[src/rtl/sram_arbiter.sv]
// sram_arbiter
//   Shares one external asynchronous 32-bit SRAM between two requesters
//   (port 1 = instruction bus, port 2 = data bus). Contested requests are
//   granted alternately. The rd/wr strobes are held for WAIT_CYCLES+1
//   cycles. A DONE cycle follows that holds address, data and byte lanes.
//   Every output is registered.
// Ports
//   i_clk, i_rst_n                      clock, async active-low reset
//   i_rd1/i_wr1/i_address1/i_wrdata1/   port 1 request (level, held until
//     i_dataenable1                     o_done1); rd+wr together = write
//   o_rddata1, o_done1                  port 1 read data, completion pulse
//   (same set with suffix 2 for port 2)
//   o_ram_address, o_ram_data_o,        SRAM address, write data,
//     i_ram_data_i, o_ram_data_oe       read data, bus drive enable
//   o_ram_rd_n, o_ram_wr_n              SRAM strobes, active-low
//   o_ram_dataenable                    SRAM byte lanes, active-high
module sram_arbiter #(
  parameter int ADDR_W      = 20,
  parameter int WAIT_CYCLES = 1
) (
  input  logic              i_clk,
  input  logic              i_rst_n,
  input  logic              i_rd1,
  input  logic              i_wr1,
  input  logic [ADDR_W-1:0] i_address1,
  input  logic [31:0]       i_wrdata1,
  input  logic [3:0]        i_dataenable1,
  output logic [31:0]       o_rddata1,
  output logic              o_done1,
  input  logic              i_rd2,
  input  logic              i_wr2,
  input  logic [ADDR_W-1:0] i_address2,
  input  logic [31:0]       i_wrdata2,
  input  logic [3:0]        i_dataenable2,
  output logic [31:0]       o_rddata2,
  output logic              o_done2,
  output logic [ADDR_W-1:0] o_ram_address,
  output logic [31:0]       o_ram_data_o,
  input  logic [31:0]       i_ram_data_i,
  output logic              o_ram_data_oe,
  output logic              o_ram_rd_n,
  output logic              o_ram_wr_n,
  output logic [3:0]        o_ram_dataenable
);

  localparam logic [1:0] S_IDLE   = 2'd0;
  localparam logic [1:0] S_ACCESS = 2'd1;
  localparam logic [1:0] S_DONE   = 2'd2;

  logic [1:0] r_state;
  logic       r_last2;   // 1: last grant went to port 2
  logic       r_grant2;  // 1: current access belongs to port 2
  logic       r_is_wr;
  logic [3:0] r_cnt;

  logic              w_req1;
  logic              w_req2;
  logic              w_sel2;
  logic              w_sel_wr;
  logic [ADDR_W-1:0] w_sel_addr;
  logic [31:0]       w_sel_data;
  logic [3:0]        w_sel_be;

  always_comb begin
    w_req1     = i_rd1 | i_wr1;
    w_req2     = i_rd2 | i_wr2;
    // Under contention the port that did not win last time is chosen.
    w_sel2     = (w_req1 & w_req2) ? ~r_last2 : w_req2;
    w_sel_wr   = w_sel2 ? i_wr2 : i_wr1;
    w_sel_addr = w_sel2 ? i_address2 : i_address1;
    w_sel_data = w_sel2 ? i_wrdata2 : i_wrdata1;
    w_sel_be   = w_sel2 ? i_dataenable2 : i_dataenable1;
  end

  always_ff @(posedge i_clk or negedge i_rst_n) begin
    if (!i_rst_n) begin
      r_state          <= S_IDLE;
      r_last2          <= 1'b0;
      r_grant2         <= 1'b0;
      r_is_wr          <= 1'b0;
      r_cnt            <= '0;
      o_rddata1        <= '0;
      o_rddata2        <= '0;
      o_done1          <= 1'b0;
      o_done2          <= 1'b0;
      o_ram_address    <= '0;
      o_ram_data_o     <= '0;
      o_ram_data_oe    <= 1'b0;
      o_ram_rd_n       <= 1'b1;
      o_ram_wr_n       <= 1'b1;
      o_ram_dataenable <= '0;
    end else begin
      o_done1 <= 1'b0;
      o_done2 <= 1'b0;
      case (r_state)
        S_IDLE: begin
          o_ram_data_oe <= 1'b0;
          if (w_req1 | w_req2) begin
            r_grant2         <= w_sel2;
            r_last2          <= w_sel2;
            r_is_wr          <= w_sel_wr;
            o_ram_address    <= w_sel_addr;
            o_ram_data_o     <= w_sel_data;
            o_ram_dataenable <= w_sel_be;
            // Strobe registers are set here so they are low for the whole
            // first ACCESS cycle.
            o_ram_rd_n       <= w_sel_wr;
            o_ram_wr_n       <= ~w_sel_wr;
            o_ram_data_oe    <= w_sel_wr;
            r_cnt            <= 4'(WAIT_CYCLES);
            r_state          <= S_ACCESS;
          end
        end
        S_ACCESS: begin
          if (r_cnt != 4'd0) begin
            r_cnt <= r_cnt - 4'd1;
          end else begin
            r_state    <= S_DONE;
            o_ram_rd_n <= 1'b1;
            o_ram_wr_n <= 1'b1;
            if (r_grant2) begin
              o_done2 <= 1'b1;
              if (!r_is_wr) o_rddata2 <= i_ram_data_i;
            end else begin
              o_done1 <= 1'b1;
              if (!r_is_wr) o_rddata1 <= i_ram_data_i;
            end
          end
        end
        S_DONE: begin
          // Write data was driven through DONE for hold time; release now.
          o_ram_data_oe <= 1'b0;
          r_state       <= S_IDLE;
        end
        default: begin
          o_ram_rd_n    <= 1'b1;
          o_ram_wr_n    <= 1'b1;
          o_ram_data_oe <= 1'b0;
          r_state       <= S_IDLE;
        end
      endcase
    end
  end

endmodule

[config.mk]
export PLATFORM = sky130hd
export DESIGN_NAME = sram_arbiter
export DESIGN_NICKNAME = d
export VERILOG_FILES = /design/src/rtl/sram_arbiter.sv
export SDC_FILE = /design/constraint.sdc
export NUM_CORES = 1
export LEC_CHECK = 0
export BUFFER_PORTS_ARGS = -buffer_cell sky130_fd_sc_hd__clkbuf_2
export CAP_MARGIN = 20
export CORE_MARGIN = 8
export CORE_UTILIZATION = 45
export CTS_BUF_LIST = sky130_fd_sc_hd__clkbuf_8 sky130_fd_sc_hd__clkbuf_16
export DETAILED_ROUTE_END_ITERATION = 12
export PLACE_DENSITY = 0.79
export SLEW_MARGIN = 20
export SYNTH_ARGS = -nofsm -noshare
export SYNTH_HDL_FRONTEND = slang
export SYNTH_SLANG_ARGS = --single-unit
export TNS_END_PERCENT = 1
[constraint.sdc]
create_clock -name i_clk -period 2.08 [get_ports i_clk]
set_input_delay 0.208 -clock i_clk [delete_from_list [all_inputs] [get_ports i_clk]]
set_output_delay 0.208 -clock i_clk [all_outputs]
set_load 0.01 [all_outputs]
Word level (Yosys, flattened, before mapping)
Index checks and enable logic that the tools add are counted.

Output and inout bits: 125. Bits of input ports: 150. Memory bits (read-only): 0. Bits in writable memories: 0. Word-level logic and storage cells: 62. Memories kept: 0. Bits in latches: 0. Register bits: 133.

Reductions and logical operators: 9. Shifts and indexed selects: 0. Equality and inequality tests: 5. Div/mod/pow operators: 0. Multiplexer cells: 24. Order comparisons: 0. Add/subtract/negate cells: 1. Bitwise logic cells: 9. Multipliers: 0.

Operators with widths (number): $mux 32 (1); $mux 20 (1); $mux 1 (12); $mux 4 (3); $pmux 4 s2 (1); $reduce_and 4->1 (2); $ne 2x2->1 const B (3); $pmux 1 s3 (2); $reduce_and 3->1 (2); $not 1->1 (5); $mux 2 (2); $pmux 2 s2 (1); $reduce_and 2->1 (2); $reduce_bool 4->1 (1); $sub 4x1->4 const B (1); $or 1x1->1 (3); $eq 2x1->1 const B (1); $eq 2x2->1 const B (1); $logic_not 2->1 (1); $pmux 1 s2 (1); $reduce_bool 2->1 (1); $and 1x1->1 (1).

Logic depth before layout (Yosys ltp)
Gate-level depths: netlist of the first run.

Word-level depth: 7. Depth in mapped cells: 8. Depth with buffers taken out: 6.

Least setup slack after synthesis of the first run
No wires, ideal clock.

Path type: register to register. Start point: register r_cnt[0]. End point: register o_rddata1[0]. Slack: 203 ps. Path buffers: 2. Setup time: 125 ps. Arrival time: 1752 ps. Required time: 1955 ps. Period minus slack after synthesis: 1877 ps. Stages on the path, launching flop included: 9. Cell sequence: dfrtp_1 > inv_1 > ha_1 > nor3b_2 > nand2_1 > or3_1 > buf_2 > buf_6 > mux2_4.

Word-level cells in the longest chain between the ends: 3.

RTL lines: start, declared (line 54) `logic [3:0] r_cnt;`; start signal, assigned (line 110) `r_cnt <= 4'(WAIT_CYCLES);`; start signal, assigned (line 116) `r_cnt <= r_cnt - 4'd1;`; $reduce_bool 4->1 (line 115) `if (r_cnt != 4'd0) begin`; $not 1->1 (no line); $reduce_and 4->1 (no line); end signal, assigned (line 126) `if (!r_is_wr) o_rddata1 <= i_ram_data_i;`; end, declared (line 28) `output logic [31:0] o_rddata1,`.

Every way passes these cells. A chain may end at the register's enable or synchronous reset.

Worst setup path in the final report of the first run
Start point: register r_cnt[1]. End point: register o_rddata1[30].

Same word-level chain as after synthesis.

==> results.md, run 1 <==
* Multi-input combinational cell area at between 0.002 and 0.0025 mm^2
* Master of the slowest instance on the critical path: dfrtp_1
* Clock period minus worst slack at 1.97 ns
* Average footprint of a synthesized cell at approximately 11 um^2
* Switching Power at roughly 4.9 mW
* Initial antenna violation count at 0
* CP peak stage delay at just under 0.4 ns
* Count of cells along the worst register-to-register path at 7
* Number of remaining DRC errors at 0
* Length of the first detailed-routing pass in iterations at 4
* Number of sinks driven by the clock tree at between 100 and 150
* Leakage Power at ~4.2 nW
* Hold path cells at 2
* Design internal power at 8.08 mW
* Category of the worst setup path launch point: register
* Cell taking the most area after synthesis: dfrtp_1
* Floorplan die area at 0.0162 mm^2
* Kind of path behind the tightest hold check: input pin to register
* Max VDD drop at roughly 0.00073 V
* Crit path max-delay family: simple AND/OR/NAND/NOR gates
* Worst path cell trace: inv_1 -> ha_1 -> nor3b_4 -> nand2_1 -> or3_4 -> buf_12 -> mux2_1
* Final global-route overflow total at 0
* Number of setup buffers added after CTS at 0
* Post-Syn Instances at around 500
* TritonCTS buffer count at 17
* Clock share of power at 0.207
* Drt total wl at ~18000 um
* Power Density at between 1500 and 2000 mW/mm^2
* Level count of the clock H-tree at 4
* Count of final hold-check violations at 0
* Routability Congestion at 0.839
* Max Transition Viols Final at 0
* Yosys top cell area share at 0.586
* Cell row count at 40
* Avg WL per Cell at roughly 19 um
* # fillers at 896
* Number of different library cells in the post-synthesis netlist at 33
* Outcome: finished, final reports clean
* Number of violations of the max-capacitance limit at 0
* Global-route wire length before repair at between 20000 and 30000 um
* Sequential share of power at 0.366
* Via count of the first global-routing pass at about 5500
* Area overhead of the layout relative to synthesis at 45.1%
* Top Ports at between 200 and 300
* Final setup violation count at 0
* Antenna Violating Nets Remaining at 0
* Crit. path cell count at 7
* Share of total power consumed by net switching at 0.379
* Clock-pin transition on the worst setup and hold timing paths at 0.06 ns
* Clk Latency, worst-skew pair at approximately 0.42 ns
* End-of-flow core utilization at 0.673
* Highest clock frequency the design can meet at between 0.5 and 0.6 GHz
* Estimated wirelength of the detail-placed design at 13200 um
* Total global routing track utilization at 0.229
* Largest net degree at the start of global routing at 60
* Setup Skew at approximately 0.016 ns
* Required time worst endpoint at around 2.4 ns
* 1st-iter DRT viols at 418
* Total number of vias at between 5000 and 6000
* Post-route clock period utilization at 0.947
* Clock tree from TritonCTS: done
* Area contributors post-synth: dfrtp_1 59%, a21oi_1 10%, mux2_4 8.1%
* PnR Total Power at about 13 mW
* Data arrival time of the critical path at about 2.3 ns
* Cell Area, Synth at ~0.0056 mm^2
* Die width at 127 um
* Final layout net count at 960
* Diode insertion count for antenna repair at 0
* Vertical die dimension at approximately 130 um
* Count of buffer and inverter cells on the critical path at 2
* Max-slew headroom at the worst pin at 0.613
* Input/output buffers at 274
* Initial standard-cell utilization of the core at 0.463
* Number of synthesized register bits at 133
* Core ar. at between 0.01 and 0.015 mm^2
* Unrepaired setup endpoints after global routing: false
* Fraction of layout instances using a drive strength above 1 at 0.429
* Combinational cell fraction of total power at 0.427
* Per-cell via count in the routed design at ~5.2
* Storage element area at around 0.0033 mm^2
* Maximum fanout along the worst path at 32
* Endpoint class of the critical path: register
* Number of warnings issued by yosys at 0
* Critical Setup Path Class: register to register
* CTS max path bufs at 2
* Clock tree root buffer cell: clkbuf_16
* Sequential element share of the synthesized area at 0.596
* Syn Nets at 654
* Slew at the pin with the worst max-slew slack at between 0.5 and 0.6 ns
## power groups by stage
| stage | combinational (mW) | clock [mW] | sequential (mW) |
|---|---|---|---|
| final | 5.55 | 2.70 | 4.76 |
| after global routing | 6.05 | 2.88 | 4.93 |
| after CTS | 5.59 | 2.76 | 4.75 |
| after detailed placement | 5.51 | 0 | 4.77 |
| after global placement | 5.28 | 0 | 4.68 |
| after floorplan | 2.58 | 0 | 5.20 |
## layer usage
metal  global-route usage  wire, um  part of all wire
met2                0.383      9170              0.50
met1                0.252      6830              0.37
met3                0.101      2040              0.11
met4               0.0875       394             0.021
met5                    0         0                 0
## layout make-up
type	count	share of cell area
well taps	168	0.0259
clock inverters	14	0.0122
inverters	4	0.00185
flip-flops and latches	133	0.411
clock buffers	18	0.0541
multi-input cells	332	0.262
repair buffers	320	0.233
## flip-flops by register name (all words and copies together), names as in the netlist
name,flops
o_rddata2,32
o_ram_address,20
r_cnt,4
r_state,2
o_ram_dataenable,4
o_ram_data_oe,1
o_done2,1
r_is_wr,1
r_grant2,1
o_ram_data_o,32
o_done1,1
o_ram_rd_n,1
o_rddata1,32
o_ram_wr_n,1
## metrics by stage
stage               hold slack (ns)  std cells  setup slack, ns  instance area (um^2)  setup TNS [ns]
floorplan                   -0.0876        502            0.203                  5590               0
global placement              0.197        922           0.0805                  7200               0
detailed placement            0.201        923         -0.00289                  7220        -0.00477
CTS                        0.000539        989            0.105                  8110               0
global route                0.00888        989           0.0341                  8110               0
finish                       0.0189        989            0.110                  8110               0
## repair_timing
action                                  4_1_cts  5_1_grt
endpoints found under the hold margin        83        0
gates resized for setup                       2        0
endpoints found under the setup margin        2        0
hold buffers                                 34        0
## cells in the final DEF, fill, tap and decap left out, types with 2 or more instances in the layout
cell type,synthesis,layout
clkbuf_2,0,273
dfrtp_1,131,131
a21oi_1,115,115
nand2_1,63,63
nor2_1,63,63
mux2_1,34,34
dlygate4sd3_1,0,34
mux2_4,30,30
clkbuf_16,0,17
inv_1,4,9
buf_4,3,6
clkinv_2,0,5
buf_12,0,5
o21ai_1,3,2
a21o_1,2,2
o21ai_0,2,2
ha_1,2,2
clkinv_4,0,2
dfstp_2,2,2
## worst reg2reg max path, cell delays in order (launching register included)
cell     delay (ns)
dfrtp_1        0.39
inv_1          0.09
ha_1           0.16
nor3b_4        0.21
nand2_1        0.12
or3_4          0.35
buf_12         0.21
mux2_1         0.34
## final timing paths
path / slack, ns / from / end
max: 0.11 / r_cnt[1]$_DFFE_PN0P_ / o_rddata1[30]$_DFFE_PN0P_
min: 0.02 / i_ram_data_i[10] / o_rddata2[10]$_DFFE_PN0P_
max reg2reg: 0.11 / r_cnt[1]$_DFFE_PN0P_ / o_rddata1[30]$_DFFE_PN0P_
min reg2reg: 0.49 / o_rddata2[6]$_DFFE_PN0P_ / o_rddata2[6]$_DFFE_PN0P_
max in group asynchronous: 1.02 / i_rst_n / o_ram_address[14]$_DFFE_PN0P_
min in group asynchronous: 0.32 / i_rst_n / o_rddata2[10]$_DFFE_PN0P_
## cell usage after synthesis
| library cell | count |
|---|---|
| dfrtp_1 | 131 |
| a21oi_1 | 115 |
| nand2_1 | 63 |
| nor2_1 | 63 |
| mux2_1 | 34 |
| mux2_4 | 30 |
| clkbuf_1 | 21 |
| buf_2 | 4 |
| inv_1 | 4 |
| buf_4 | 3 |
| buf_6 | 3 |
| o21ai_1 | 3 |
| a21o_1 | 2 |
| buf_1 | 2 |
| dfstp_2 | 2 |
| ha_1 | 2 |
| nand2b_1 | 2 |
| o21ai_0 | 2 |
| or3_1 | 2 |
| a211o_1 | 1 |
| a211oi_1 | 1 |
| and2_1 | 1 |
| and2b_1 | 1 |
| and3_1 | 1 |
| mux2i_1 | 1 |
| nor2b_1 | 1 |
| nor3_1 | 1 |
| nor3b_2 | 1 |
| o211ai_1 | 1 |
| o21a_1 | 1 |
| o2bb2ai_1 | 1 |
| o31ai_1 | 1 |
| or3b_1 | 1 |
## kinds of logic (layout without fill, tap and decap cells)
group           Yosys count  count (layout)  share of synthesized area
fa+ha+maj                 2               2                    0.00448
flops                   133             133                      0.596
mux                      65              65                      0.151
compound gates          128             128                      0.119
buf+inv                  37             356                     0.0318
simple gates            137             137                     0.0985
(Power assumes the default switching activity.)
==> inputs of run 2 (changes only) <==
--- a/config.mk
+++ b/config.mk
@@ -5,13 +5,15 @@
 export SDC_FILE = /design/constraint.sdc
 export NUM_CORES = 1
 export LEC_CHECK = 0
+export ABC_AREA = 1
 export BUFFER_PORTS_ARGS = -buffer_cell sky130_fd_sc_hd__clkbuf_2
 export CAP_MARGIN = 20
 export CORE_MARGIN = 8
 export CORE_UTILIZATION = 45
 export CTS_BUF_LIST = sky130_fd_sc_hd__clkbuf_8 sky130_fd_sc_hd__clkbuf_16
 export DETAILED_ROUTE_END_ITERATION = 12
-export PLACE_DENSITY = 0.79
+export GPL_ROUTABILITY_DRIVEN = 0
+export PLACE_DENSITY = 0.77
 export SLEW_MARGIN = 20
 export SYNTH_ARGS = -nofsm -noshare
 export SYNTH_HDL_FRONTEND = slang
==> run 2 against run 1 <==
Routed wire length decreased by 0.90%. Critical endpoint is now o_ram_data_o[13]$_DFFE_PN0P_. Largest power group unchanged. Non-clock buffer count is 32 lower. Largest cell class unchanged. First-iteration DRC count increased by 4.3%. Clock power grew 8.9%. Cell count is 24% higher. Highest routed layer unchanged. Die area increased by 6.0%.
==> results.md, run 2 <==
* Antenna Violating Nets Remaining at 0
* Floorplan die area at 0.0172 mm^2
* Max Transition Viols Final at 0
* Number of flops mapped to enable cells by yosys at 0
* Area overhead of the layout relative to synthesis at 34.7%
* Fraction of layout instances using a drive strength above 1 at 0.316
* Number of remaining DRC errors at 0
* Share of flip-flops with an asynchronous set or reset at 1.00
* Clock-pin transition on the worst setup and hold timing paths at approximately 0.06 ns
* Synth top cells by count: 492 x nand2_1, 131 x dfrtp_1, 61 x nand3_1
* Diode insertion count for antenna repair at 0
* Count of final hold-check violations at 0
* Estimated wirelength of the detail-placed design at 13700 um
* Highest clock frequency the design can meet at roughly 0.56 GHz
* Setup Skew at 0.00673 ns
* Average footprint of a synthesized cell at just under 8 um^2
* # fillers at around 1200
* Power Density at ~1600 mW/mm^2
* Post-route clock period utilization at 0.852
* Input/output buffers at ~270
* 1st-iter DRT viols at 436
* Total placed cells including tap cells at roughly 1200
* Total negative slack for setup checks at 0 ns
* Outcome: finished, final reports clean
* Global-route wire length before repair at about 30000 um
* Via count of the first global-routing pass at 6002
* Multi-input combinational cell area at between 0.002 and 0.0025 mm^2
* Area contributors post-synth: dfrtp_1 55%, nand2_1 31%, nand3_1 5.1%
* Slew at the pin with the worst max-slew slack at ~0.67 ns
* Placed Instance Area at roughly 0.0074 mm^2
* Core ar. at around 0.013 mm^2
* Count leader, synth: nand2_1
* TritonCTS buffer count at 17
* Number of synthesized register bits at approximately 130
* Leakage Power at between 4 and 5 nW
* Initial antenna violation count at 0
* Final global-route overflow total at 0
* Kind of path behind the tightest hold check: input pin to register
* End-of-flow core utilization at 0.615
* Sequential element share of the synthesized area at 0.558
* Clock tree root buffer cell: clkbuf_16
* Post-Syn Instances at 771
* Top Ports at 275
* Unrepaired setup endpoints after global routing: false
* Cell Area, Synth at around 0.006 mm^2
* Drt total wl at approximately 18000 um
* Category of the worst setup path launch point: register
* Required time worst endpoint at approximately 2.4 ns
* Max VDD drop at 0.000626 V
* Commonest non-fill, non-tap cells in the layout: 491 x nand2_1, 273 x clkbuf_2, 131 x dfrtp_1
* Clock tree from TritonCTS: done
* Final setup violation count at 0
* Final layout net count at about 1200
* Storage element area at approximately 0.0033 mm^2
* Top FF cell, synth: dfrtp_1
* Layout Cell Area excl Fill at a little over 0.008 mm^2
* Clk Latency, worst-skew pair at roughly 0.40 ns
* Number of setup buffers added after CTS at 0
* CTS max path bufs at 2
* Cell taking the most area after synthesis: dfrtp_1
* Number of different library cells in the post-synthesis netlist at 21
* Yosys top cell area share at 0.549
* Syn Nets at between 900 and 1000
* Length of the first detailed-routing pass in iterations at 4
* Largest net degree at the start of global routing at 57
* Max-slew headroom at the worst pin at 0.552
* Number of warnings issued by yosys at 0
* Per-cell via count in the routed design at between 4 and 5
* Biggest registers after layout: o_ram_data_o x32, o_rddata1 x32, o_rddata2 x32
* Maximum fanout along the worst path at 48
* Total number of vias at slightly below 6000
* Clock period minus worst slack at 1.77 ns
* Number of violations of the max-capacitance limit at 0
* Leading cell type in the layout, fill and taps excluded: nand2_1
* Avg WL per Cell at around 15 um
* Final cell count without fillers at 1225
* Die width at approximately 130 um
* Cell row count at 42
* Critical Setup Path Class: register to register
* Number of sinks driven by the clock tree at 133
* Level count of the clock H-tree at 4
* Initial standard-cell utilization of the core at 0.456
* PnR Total Power at 12.9 mW
* Data arrival time of the critical path at about 2 ns
* Vertical die dimension at about 130 um
* Endpoint class of the critical path: register
* Total global routing track utilization at 0.214
## run 2: cell types whose count changed in the layout (fill, tap and decap cells not counted), sizes merged, moves of 11 or more
cell | before | now
a21oi | 115 | 0
nor2 | 63 | 13
nand2 | 63 | 493
dlygate4sd3 | 34 | 1
nand3 | 0 | 62
inv | 9 | 20
mux2 | 64 | 0
## run 2: power breakdown
group,total [mW],internal (mW),leakage (nW),switching [mW]
clock,2.94,1.81,0.283,1.13
sequential,4.65,3.90,1.62,0.753
combinational,5.31,1.94,2.93,3.36
total,12.9,7.65,4.83,5.25
## run 2: timing repair
action,CTS,global route
hold buffers,1,0
endpoints found under the hold margin,41,0
resized for setup,0,0
## run 2: path summary, 6_finish.rpt
kind	cells after the start	startpoint	slack [ns]	to
max	7	r_grant2$_DFFE_PN0P_	0.31	o_ram_data_o[13]$_DFFE_PN0P_
min	3	i_ram_data_i[3]	0.03	o_rddata1[3]$_DFFE_PN0P_
max reg2reg	7	r_grant2$_DFFE_PN0P_	0.31	o_ram_data_o[13]$_DFFE_PN0P_
min reg2reg	2	o_rddata2[0]$_DFFE_PN0P_	0.47	o_rddata2[0]$_DFFE_PN0P_
max in group asynchronous	3	i_rst_n	1.15	o_rddata1[21]$_DFFE_PN0P_
min in group asynchronous	2	i_rst_n	0.30	o_rddata2[25]$_DFFE_PN0P_
## run 2: routing by layer
layer  routed length, um  track usage  part of all wire  vias up
li1                    -            -                 -     2884
met2                8780        0.353              0.48      249
met5                   0            0                 0        -
met3                1780       0.0865             0.097       12
met1                7520        0.253              0.41     2640
met4                 192       0.0587             0.011        0
## run 2: kinds of logic (layout without fill, tap and decap cells)
logic type / after synthesis / in the layout / share of synthesized area
AOI/OAI and AO/OA: 7 / 7 / 0.00649
xor gates and xnor gates: 1 / 1 / 0.00147
adders and majority gates: 2 / 2 / 0.00419
buffers and inverters: 59 / 337 / 0.0555
DFF: 133 / 133 / 0.558
and+or+nand+nor: 569 / 569 / 0.375
## run 2: metrics by stage
step / hold slack [ns] / setup WS (ns)
2_1_floorplan: -0.0876 / 0.735
3_3_place_gp: 0.160 / 0.288
3_5_place_dp: 0.163 / 0.200
4_1_cts: 0.00577 / 0.328
5_1_grt: 0.0193 / 0.176
6_report: 0.0262 / 0.309
## run 2: cell type report
| type | instances | area share |
|---|---|---|
| clock inverters | 14 | 0.0187 |
| multi-input cells | 579 | 0.288 |
| inverters | 17 | 0.00793 |
| flip-flops and latches | 133 | 0.414 |
| well taps | 176 | 0.0274 |
| clock buffers | 18 | 0.0546 |
| repair buffers | 288 | 0.189 |
## run 2: worst max-delay path, stage by stage (launching register included)
cell,delay [ns]
dfrtp_1,0.49
o21ai_4,0.31
nand2_2,0.31
buf_12,0.27
nand2_1,0.08
nand2_1,0.05
nand2_1,0.06
nand2_1,0.06
==> inputs of run 3 (changes only) <==
--- a/config.mk
+++ b/config.mk
@@ -10,11 +10,11 @@
 export CAP_MARGIN = 20
 export CORE_MARGIN = 8
 export CORE_UTILIZATION = 45
-export CTS_BUF_LIST = sky130_fd_sc_hd__clkbuf_8 sky130_fd_sc_hd__clkbuf_16
+export CTS_BUF_LIST = sky130_fd_sc_hd__clkbuf_4
 export DETAILED_ROUTE_END_ITERATION = 12
 export GPL_ROUTABILITY_DRIVEN = 0
 export PLACE_DENSITY = 0.77
-export SLEW_MARGIN = 20
+export SLEW_MARGIN = 10
 export SYNTH_ARGS = -nofsm -noshare
 export SYNTH_HDL_FRONTEND = slang
 export SYNTH_SLANG_ARGS = --single-unit
==> run 3 against run 2 <==
Die area is the same. Worst hold slack better by 0.096 ns. Combinational power up 9.6%. Worst setup slack lost 0.16 ns. Power fell by 5.4%. Maximum frequency fell by 8.2%. Highest routed layer unchanged.
==> results.md, run 3 (synthesis gave the netlist of run 2 again) <==
* Floorplan die area at between 0.015 and 0.02 mm^2
* Clock tree root buffer cell: clkbuf_4
* Initial antenna violation count at 5
* Data arrival time of the critical path at 2.34 ns
* CTS max path bufs at 2
* Slew at the pin with the worst max-slew slack at a little over 0.6 ns
* Area overhead of the layout relative to synthesis at 54.0%
* Input/output buffers at roughly 270
* Power Density at between 1000 and 1500 mW/mm^2
* Fin Hold WS at roughly 0.12 ns
* Total placed cells including tap cells at 1192
* Leading cell type in the layout, fill and taps excluded: nand2_1
* Fraction of layout instances using a drive strength above 1 at 0.278
* Via count of the first global-routing pass at roughly 7300
* Category of the worst setup path launch point: register
* Highest clock frequency the design can meet at approximately 0.52 GHz
* Final global-route overflow total at 0
* Max Transition Viols Final at 0
* Number of sinks driven by the clock tree at between 100 and 150
* 1st-iter DRT viols at between 500 and 600
* Estimated wirelength of the detail-placed design at 13700 um
* Final layout net count at approximately 1300
* Required time worst endpoint at about 2.5 ns
* Setup Skew at 0.0145 ns
* Endpoint class of the critical path: register
* Commonest non-fill, non-tap cells in the layout: 491 x nand2_1, 273 x clkbuf_2, 144 x dlygate4sd3_1
* Maximum fanout along the worst path at 14
* Level count of the clock H-tree at 4
* Clock period minus worst slack at between 1.5 and 2 ns
* Final setup violation count at 0
* Cell row count at 42
* Max VDD drop at around 0.00063 V
* Length of the first detailed-routing pass in iterations at 8
* Max-slew headroom at the worst pin at 0.595
* Core ar. at 0.0131 mm^2
* Clk Latency, worst-skew pair at ~0.51 ns
* Global-route wire length before repair at roughly 37000 um
* Number of setup buffers added after CTS at 0
* Biggest registers after layout: o_ram_data_o x32, o_rddata1 x32, o_rddata2 x32
* Per-cell via count in the routed design at around 5
* Post-route clock period utilization at 0.928
* Kind of path behind the tightest hold check: input pin to register
* Pre-CTS WS at 0.200 ns
* Outcome: finished, final reports clean
* Count of final hold-check violations at 0
* Initial standard-cell utilization of the core at 0.456
* Total negative slack for setup checks at 0 ns
* Antenna Violating Nets Remaining at 0
* Total global routing track utilization at 0.261
* Setup WS post-layout at approximately 0.15 ns
* Largest net degree at the start of global routing at 57
* Avg WL per Cell at about 17 um
* Drt total wl at between 20000 and 25000 um
* Final cell count without fillers at 1374
* Clock tree from TritonCTS: done
* Critical Setup Path Class: register to register
* Leakage Power at roughly 5.3 nW
* Number of remaining DRC errors at 0
* Die width at approximately 130 um
* Clock-pin transition on the worst setup and hold timing paths at roughly 0.12 ns
* Number of violations of the max-capacitance limit at 0
* TritonCTS buffer count at 17
* Vertical die dimension at 131 um
* Total number of vias at 6890
* Top Ports at 275
* Unrepaired setup endpoints after global routing: false
[run 3: timing repair]
action                                 CTS  global route
endpoints found under the hold margin  232             0
resized for setup                        0             1
hold buffers                           144             0
setup endpoints to repair                0             8
[run 3: final cells by class]
cell class                 count  area (um^2)
sequential                   133         3330
tap                          176          220
clock buffer                  17          128
antenna                        5         12.5
fill                         906         3890
timing repair buffer         431         2950
clock inverter                15          154
multi-input combinational    580         2330
inverter                      17         63.8
[run 3: path summary, 6_finish.rpt]
check                                               start                           end  slack (ns)  depth (start not counted)
worst max register to register       r_grant2$_DFFE_PN0P_   o_ram_data_o[3]$_DFFE_PN0P_        0.15                          7
min in group asynchronous                         i_rst_n     o_rddata2[25]$_DFFE_PN0P_        0.18                          2
worst max-delay path                 r_grant2$_DFFE_PN0P_   o_ram_data_o[3]$_DFFE_PN0P_        0.15                          7
max in group asynchronous                         i_rst_n     o_rddata1[21]$_DFFE_PN0P_        1.27                          3
worst min register to register  o_rddata1[21]$_DFFE_PN0P_     o_rddata1[21]$_DFFE_PN0P_        0.48                          2
worst min-delay path                        i_wrdata2[13]  o_ram_data_o[13]$_DFFE_PN0P_        0.12                          5
[run 3: routing by layer]
metal | track usage | wire length (um) | share of wire | up-vias
li1 | - | - | - | 3182
met1 | 0.284 | 8400 | 0.36 | 3108
met2 | 0.414 | 10600 | 0.46 | 498
met3 | 0.111 | 2800 | 0.12 | 102
met4 | 0.164 | 1260 | 0.055 | 0
met5 | 0 | 0 | 0 | -
[run 3: stage by stage]
step           area [um^2]  power, mW  utilization
6_report              9200       12.2        0.703
5_1_grt               9200       13.1        0.703
4_1_cts               9170       12.1        0.701
3_5_place_dp          7450       10.1        0.569
3_3_place_gp          7450       9.91        0.569
2_1_floorplan         5970       7.83            -
[run 3: worst max-delay path, cell delays in order (launching register included)]
cell           delay (ns)
dfrtp_1              0.53
o21ai_4              0.25
nand2_4              0.19
nand2_1              0.10
nand2_1              0.06
dlygate4sd3_1        0.57
nand2_1              0.08
nand2_1              0.06
[run 3: report_power, final]
| group | switching (mW) | internal [mW] |
|---|---|---|
| clock network | 0.997 | 0.718 |
| registers | 0.781 | 3.88 |
| logic | 3.65 | 2.17 |
| total | 5.43 | 6.77 |
